## config.mk

```make
export PLATFORM = sky130hd
export DESIGN_NAME = vmm_sched_flat
export DESIGN_NICKNAME = d
export VERILOG_FILES = /design/src/rtl/vmm_sched_if.sv /design/src/rtl/vmm_sched.sv /design/src/flat_wrapper.sv
export SDC_FILE = /design/constraint.sdc
export NUM_CORES = 1
export LEC_CHECK = 0
export BUFFER_PORTS_ARGS = -buffer_cell sky130_fd_sc_hd__buf_2
export CAP_MARGIN = 10
export CORE_AREA = 2 2 102 104
export CTS_BUF_LIST = sky130_fd_sc_hd__clkbuf_16
export DETAILED_ROUTE_END_ITERATION = 8
export DIE_AREA = 0 0 104 106
export GPL_ROUTABILITY_DRIVEN = 1
export GPL_TIMING_DRIVEN = 0
export PLACE_DENSITY = 0.49
export SKIP_LAST_GASP = 1
export SLEW_MARGIN = 20
export SYNTH_ARGS = -nofsm -noshare
export SYNTH_HDL_FRONTEND = slang
export SYNTH_SLANG_ARGS = --single-unit
export TNS_END_PERCENT = 5
```

## constraint.sdc

```tcl
create_clock -name clock -period 2.4 [get_ports clock]
set_input_delay 0.12 -clock clock [delete_from_list [all_inputs] [get_ports clock]]
set_output_delay 0.12 -clock clock [all_outputs]
set_load 0.02 [all_outputs]
```

## src/rtl/vmm_sched_if.sv

```systemverilog
`default_nettype none
// ============================================================================
// Module   : vmm_sched_if
// Purpose  : Auxiliary read request/acknowledge bus into the screen scheduler.
// Revision : 1.0
// ============================================================================
interface vmm_sched_if #(
  parameter int AW = 13
);
  logic          rreq;
  logic [AW-1:0] raddr;
  logic          rack;
  logic [7:0]    rdata;

  modport master (
    output rreq,
    output raddr,
    input  rack,
    input  rdata
  );

  modport slave (
    input  rreq,
    input  raddr,
    output rack,
    output rdata
  );
endinterface
`default_nettype wire

```

## src/rtl/vmm_sched.sv

```systemverilog
`default_nettype none
// ============================================================================
// Module   : vmm_sched
// Purpose  : Screen RAM port-2 scheduler: per-line bitmap/attribute fetch with
//            idle read slots lent to one auxiliary requester.
// Revision : 1.0
// ============================================================================
module vmm_sched #(
  parameter int AW = 13
) (
  input  logic          clock,
  input  logic          reset,
  input  logic          lineStart,
  input  logic [7:0]    line,
  output logic          ce2,
  output logic [AW-1:0] a2,
  input  logic [7:0]    do2,
  output logic [7:0]    pixel,
  output logic [7:0]    attr,
  output logic          pv,
  output logic          busy,
  vmm_sched_if.slave    aux
);

  typedef enum logic [0:0] {
    IDLE  = 1'b0,
    FETCH = 1'b1
  } state_t;

  localparam logic [7:0] c_num_lines = 8'd192;
  localparam logic [4:0] c_last_col  = 5'd31;
  localparam logic [2:0] c_attr_base = 3'b110;

  state_t        r_state;
  state_t        w_state_n;
  logic [4:0]    r_col;
  logic [4:0]    w_col_n;
  logic [1:0]    r_slot;
  logic [1:0]    w_slot_n;
  logic [7:0]    r_line;
  logic [7:0]    w_line_n;

  logic          w_restart;
  logic          w_aux_ok;
  logic          w_grant;
  logic          w_vid;
  logic [AW-1:0] w_vaddr;
  logic [AW-1:0] r_a2;

  logic          r_gnt1;
  logic          r_rack;
  logic [7:0]    r_rdata;
  logic [7:0]    r_bmp;
  logic [7:0]    r_pixel;
  logic [7:0]    r_attr;
  logic          r_pv;

  always_ff @(posedge clock) begin
    if (!reset) begin
      r_state <= IDLE;
      r_col   <= '0;
      r_slot  <= '0;
      r_line  <= '0;
    end else begin
      r_state <= w_state_n;
      r_col   <= w_col_n;
      r_slot  <= w_slot_n;
      r_line  <= w_line_n;
    end
  end

  always_comb begin
    w_state_n = r_state;
    w_col_n   = r_col;
    w_slot_n  = r_slot;
    w_line_n  = r_line;
    w_vid     = 1'b0;
    w_grant   = 1'b0;
    w_vaddr   = '0;
    w_restart = lineStart && (line < c_num_lines);
    // One aux read in flight at a time: blocked from grant until rack has shown.
    w_aux_ok  = reset && aux.rreq && !r_gnt1 && !r_rack;

    case (r_state)
      IDLE: begin
        w_grant = w_aux_ok;
      end
      FETCH: begin
        w_slot_n = r_slot + 2'd1;
        case (r_slot)
          2'd0: begin
            w_vid   = 1'b1;
            w_vaddr = {r_line[7:6], r_line[2:0], r_line[5:3], r_col};
          end
          2'd1: begin
            w_vid   = 1'b1;
            w_vaddr = {c_attr_base, r_line[7:3], r_col};
          end
          2'd2: begin
            w_grant = w_aux_ok;
          end
          default: begin
            w_col_n = r_col + 5'd1;
            if (r_col == c_last_col) begin
              w_state_n = IDLE;
            end
          end
        endcase
      end
      default: begin
        w_state_n = IDLE;
      end
    endcase

    if (w_restart) begin
      w_state_n = FETCH;
      w_col_n   = '0;
      w_slot_n  = '0;
      w_line_n  = line;
    end

    ce2 = w_vid | w_grant;
    a2  = w_grant ? aux.raddr : (w_vid ? w_vaddr : r_a2);
  end

  always_ff @(posedge clock) begin
    if (!reset) begin
      r_a2    <= '0;
      r_gnt1  <= 1'b0;
      r_rack  <= 1'b0;
      r_rdata <= '0;
      r_bmp   <= '0;
      r_pixel <= '0;
      r_attr  <= '0;
      r_pv    <= 1'b0;
    end else begin
      if (ce2) begin
        r_a2 <= a2;
      end
      r_gnt1 <= w_grant;
      r_rack <= r_gnt1;
      if (r_gnt1) begin
        r_rdata <= do2;
      end
      if ((r_state == FETCH) && (r_slot == 2'd1)) begin
        r_bmp <= do2;
      end
      // A restart landing on slot 2 drops the partial column's strobe.
      r_pv <= 1'b0;
      if ((r_state == FETCH) && (r_slot == 2'd2) && !w_restart) begin
        r_pixel <= r_bmp;
        r_attr  <= do2;
        r_pv    <= 1'b1;
      end
    end
  end

  assign busy      = (r_state == FETCH);
  assign pixel     = r_pixel;
  assign attr      = r_attr;
  assign pv        = r_pv;
  assign aux.rack  = r_rack;
  assign aux.rdata = r_rdata;

endmodule
`default_nettype wire

```

## src/flat_wrapper.sv

```systemverilog
// flat-port wrapper written by rule: the top's interface ports become plain ports
module vmm_sched_flat 
#(
  parameter int AW = 13
)
  (clock, reset, lineStart, line, ce2, a2, do2, pixel, attr, pv, busy, aux_rreq, aux_raddr, aux_rack, aux_rdata);
  vmm_sched_if #(.AW(AW)) aux_i ();
  input  logic clock;
  input  logic reset;
  input  logic lineStart;
  input  logic [7:0] line;
  output logic ce2;
  output logic [AW-1:0] a2;
  input  logic [7:0] do2;
  output logic [7:0] pixel;
  output logic [7:0] attr;
  output logic pv;
  output logic busy;
  input wire logic [$bits(aux_i.rreq)-1:0] aux_rreq;
  input wire logic [$bits(aux_i.raddr)-1:0] aux_raddr;
  output wire logic [$bits(aux_i.rack)-1:0] aux_rack;
  output wire logic [$bits(aux_i.rdata)-1:0] aux_rdata;
  assign aux_i.rreq = aux_rreq;
  assign aux_i.raddr = aux_raddr;
  assign aux_rack = aux_i.rack;
  assign aux_rdata = aux_i.rdata;
  vmm_sched #(.AW(AW)) u_core (.clock(clock), .reset(reset), .lineStart(lineStart), .line(line), .ce2(ce2), .a2(a2), .do2(do2), .pixel(pixel), .attr(attr), .pv(pv), .busy(busy), .aux(aux_i));
endmodule
```

# == After elaboration in Yosys (flattened, before gate mapping) ==
# Index checks and enable logic that the tools add are counted.
# op_classes
addsub,2
order_cmp,1
eq_ne,3
mux,13
bitwise,4
n_reduce_logical,15
# op_table
operator,n
two-way mux 13 bit,3
one-hot mux 13 bit (2 select lines),1
less-than comparator 8 bit (second input constant),1
two-way mux 1 bit,8
logical AND 1 bit,7
adder 5 x 1 -> 5 bit (second input constant),1
equality test 5 bit (second input constant),1
OR reduction 2 bit,2
zero test 1 bit,3
inverter 1 bit,3
OR reduction 3 bit,1
adder 2 x 1 -> 2 bit (second input constant),1
equality test 2 x 1 -> 1 bit (second input constant),1
equality test 2 bit (second input constant),1
zero test 2 bit,1
one-hot mux 1 bit (2 select lines),1
AND reduction 2 bit,1
OR 1 bit,1
# totals
reg_bits,64
inputBits,33
output_inout_bits,41
elab_cells,50

# == Depth between registers and ports, before layout ==
# logic_depth
depth_word,6
mapped_depth,7
depth_no_buf,6

# == Worst setup path after synthesis ==
# OpenSTA, ideal clock, no wires.
# synth_timing
path_type,reg-to-output
startpoint,reg u_core.r_slot[1]
endpoint,out a2[4]
t_arrival_ns,1.654
required_ns,2.280
path_slack_ns,0.626
stages_incl_launch_ff,7
path_buffers,1
path_cell_list,dfxtp_1 inv_1 ha_1 o21a_1 buf_2 mux2i_1 a21oi_1
# synth_between
elab_chain_cells,6
elab_cells_between_ends,12
classes_between,2 x eq/ne; 8 x mux; 2 x reduce/logical
# synth_lines
item,line,source
from (decl),vmm_sched.sv:38,logic [1:0] r_slot;
from (signal assigned),vmm_sched.sv:67,r_slot <= w_slot_n;
equality test 2 x 1 -> 1 bit / zero test 2 bit (equally long branches),vmm_sched.sv:90,case (r_slot)
OR reduction 2 bit (no line),n/a,
two-way mux 1 bit,vmm_sched.sv:90,
two-way mux 1 bit,vmm_sched.sv:84,case (r_state)
two-way mux 13 bit,vmm_sched.sv:123,a2 = w_grant ? aux.raddr : (w_vid ? w_vaddr : r_a2);
two-way mux 13 bit *,vmm_sched.sv:123,
to (decl),flat_wrapper.sv:13,output logic [AW-1:0] a2;
# Mark *: on every way between the ends. The rest lies on a longest branch, timed or not.

# == Final worst setup path ==
# Ends and elaborated chain as after synthesis.

==> results.md <==
- Run status: completed
- Layout Utilization: 35.69%
- Clock slew seen by the registers of the worst setup and hold paths: 0.05 ns
- Detailed-route wire length: 7893 um
- Count of fill cells added during filler insertion: 1060
- Final Hold Fails: 0
- Core area: 10000 um^2
- Actual transition at the worst max-transition pin: 0.5801 ns
- Later-pin clock latency in the skew report: 0.33 ns
- First-pass GRT wire length: 12690 um
- Clk sinks: 64
- Antenna violations before repair: 1
- Synth warnings: 0
- DRC: 0
- I/O pins: 74
- Highest-count cells in the layout ignoring fill and taps: 78 x buf_2, 63 x dfxtp_1, 46 x a21oi_1, 28 x nand2_1, 28 x nand3_1
- Multi-input gate area in the final layout: 1306 um^2
- Count of state elements after synthesis: 64
- Number of synthesized flops with an enable pin: 0
- Library cells used by synthesis: 35
- Fin. max-slew vios: 0
- Dpl hpwl: 5906 um
- Drt first pass iters: 5
- Post-synthesis instance area: 2715 um^2
- Setup crit end kind: output port
- Synthesis-to-layout area growth: 31.43%
- Post-route design area: 3568 um^2
- Data required time at the worst endpoint: 2.28 ns
- Setup repair after global routing missed its margin: false
- Min cycle time layout: 2.241 ns
- Total number of nets in the final design: 429
- Peak supply drop: 0.3903 mV
- Sequential cell area fraction in the yosys report: 47.19%
- Residual overflow from global routing: 0
- Share of layout cells above drive strength 1: 27.34%
- Headroom to the max-slew limit: 61.07%
- Overall power of the completed layout: 2.834 mW
- Horizontal die dimension: 104 um
- Post-DR vias/cell: 4.812
- Global routing usage summed across all routing layers: 14.78%
- MaxCap Viol Count: 0
- TNS Setup: 0 ns
- Most common library cell in the layout ignoring fill and taps: buf_2
- Total via count in the routed design: 2555
- Crit-path cells: inv_1 > ha_1 > o21a_1 > buf_2 > mux2i_1 > a21oi_1 > buf_2
- Routed wire length per instance: 14.86 um
- Maximum clock insertion buffer count: 2
- Count of final setup violators: 0
- Async S/R FF share, synth: 0%
- H-tree levels: 3
- Arrival time at the worst endpoint: 2.12 ns
- Initial core utilization: 27.15%
- Leakage power summed over all cells: 1.465 nW
- Post-route clock period utilization: 93.38%
- Number of global-route vias before repair: 2498
- Worst-path cell with the longest stage delay: dfxtp_2
- Quantity of I/O buffers inserted on ports: 73
- Floorplan die height: 106 um
- Clk Tree Root Cell: clkbuf_16
- # rows: 37
- Number of nets with antenna violations after detailed routing: 0
- Worst Setup Path Type: reg2out
- First DRT Iteration DRCs: 102
- Largest net degree at the start of global routing: 12
- Area of placed instances: 3251 um^2
- Top cell by count, worst path: buf_2
- Post-CTS Hold Buffers: 0
- CTS tree: built
- Critical Path Start Type: flop
- Most common flop cell mapped by yosys: dfxtp_1
- Placer congestion estimate: 0.7857
- Maximum fanout encountered on the critical timing path: 10
- Type of the most critical hold path: in2reg
- Floorplan die area: 11020 um^2
- Number of buffers created by CTS: 9
- Cell area power density: 794.3 nW/um^2
- Mean instance size in the synthesized netlist: 8.873 um^2
- FF+latch area: 1282 um^2
- Buffer count from post-CTS setup fixing: 0
- Maximum cell stage delay along the critical path: 0.43 ns
- Number of cells produced by synthesis: 306
- Post-Synthesis Net Count: 345
- Total inserted antenna cells: 0
- Clock Skews: 0.004782 ns
- Highest clock rate: 446.2 MHz
synth_stat cells, types with 4 or more instances:
cell,n,area share [%]
dfxtp_1,64,47
a21oi_1,46,8.5
nand2_1,28,3.9
nand3_1,28,5.2
mux2i_1,19,7.0
o21ai_0,17,3.1
nor2_1,15,2.1
clkbuf_1,13,1.8
nor3_1,12,2.2
a211oi_2,6,2.8
ha_1,6,2.8
inv_1,6,0.83
nor2b_1,6,1.4
buf_2,5,0.92
o2bb2ai_1,5,1.6
o22ai_1,4,0.92
metal layers:
metal  global-route usage, %  vias up  routed length [um]  part of all wire (%)
met3                   5.702       14                 553                   7.0
met1                   17.56     1197                3620                    46
met5                       0        -                   0                     0
met4                   5.116        0                 152                   1.9
met2                   24.44       89                3567                    45
li1                        -     1255                   -                     -
area by class of cell:
class,instances,area share (%)
repair buffers,73,10.24
clock buffers,9,6.311
well taps,136,4.769
plain buffers,21,2.840
multi-input cells,213,36.61
inverters,8,0.8415
clock inverters,7,2.454
flip-flops and latches,64,35.94
what timing repair did:
item,in CTS,in global routing
endpoints found under the hold margin,0,0
resized for setup,0,5
setup endpoints to repair,0,13
sequential cells by signal (all words and copies together) (netlist names):
name / count
u_core.r_a2: 13
u_core.attr: 8
u_core.aux.rdata: 8
u_core.pixel: 8
u_core.r_bmp: 8
u_core.r_line: 8
u_core.r_col: 5
u_core.r_slot: 2
u_core.aux.rack: 1
u_core.busy: 1
u_core.pv: 1
u_core.r_gnt1: 1
power breakdown:
part | internal [mW] | switching, mW | total, mW
Combinational | 0.126 | 0.220 | 0.346
Clock | 0.899 | 0.467 | 1.37
Sequential | 1.10 | 0.0199 | 1.12
Total | 2.13 | 0.707 | 2.83
path summary, 6_finish.rpt:
| check | from | end | slack [ns] | depth (start not counted) |
|---|---|---|---|---|
| max | u_core.r_slot[1]$_SDFFE_PP0P_ | a2[4] | 0.16 | 7 |
| min | aux_raddr[2] | u_core.r_a2[2]$_SDFFE_PN0P_ | 0.02 | 2 |
| max reg2reg | u_core.r_slot[0]$_SDFFE_PP0P_ | u_core.attr[5]$_SDFFE_PN0P_ | 0.65 | 6 |
| min reg2reg | u_core.r_bmp[2]$_SDFFE_PN0P_ | u_core.r_bmp[2]$_SDFFE_PN0P_ | 0.46 | 2 |
stage by stage:
stage | worst slack, ns | hold WS [ns] | cells
global route | 0.01372 | 0.01029 | 531
floorplan | 0.6257 | 0.2369 | 306
finish | 0.1589 | 0.01561 | 531
global placement | 0.3405 | 0.3449 | 515
detailed placement | 0.3578 | 0.3465 | 515
CTS | 0.001334 | 0.005279 | 531
critical path: cells and delay by family (launching register included):
| family | cells | cell delay [ns] |
|---|---|---|
| buf+inv | 3 | 0.49 |
| compound gates | 2 | 0.43 |
| flops | 1 | 0.43 |
| fa+ha+maj | 1 | 0.25 |
| mux | 1 | 0.18 |
logic make-up after synthesis:
logic type / share of synthesized area, %
xor gates and xnor gates: 0.9679
DFF: 47.19
adders and majority gates: 2.765
buffers and inverters: 4.792
muxes: 7.005
and+or+nand+nor: 17.14
AOI/OAI and AO/OA: 20.14
No activity file was read; power rests on OpenSTA's default activity.
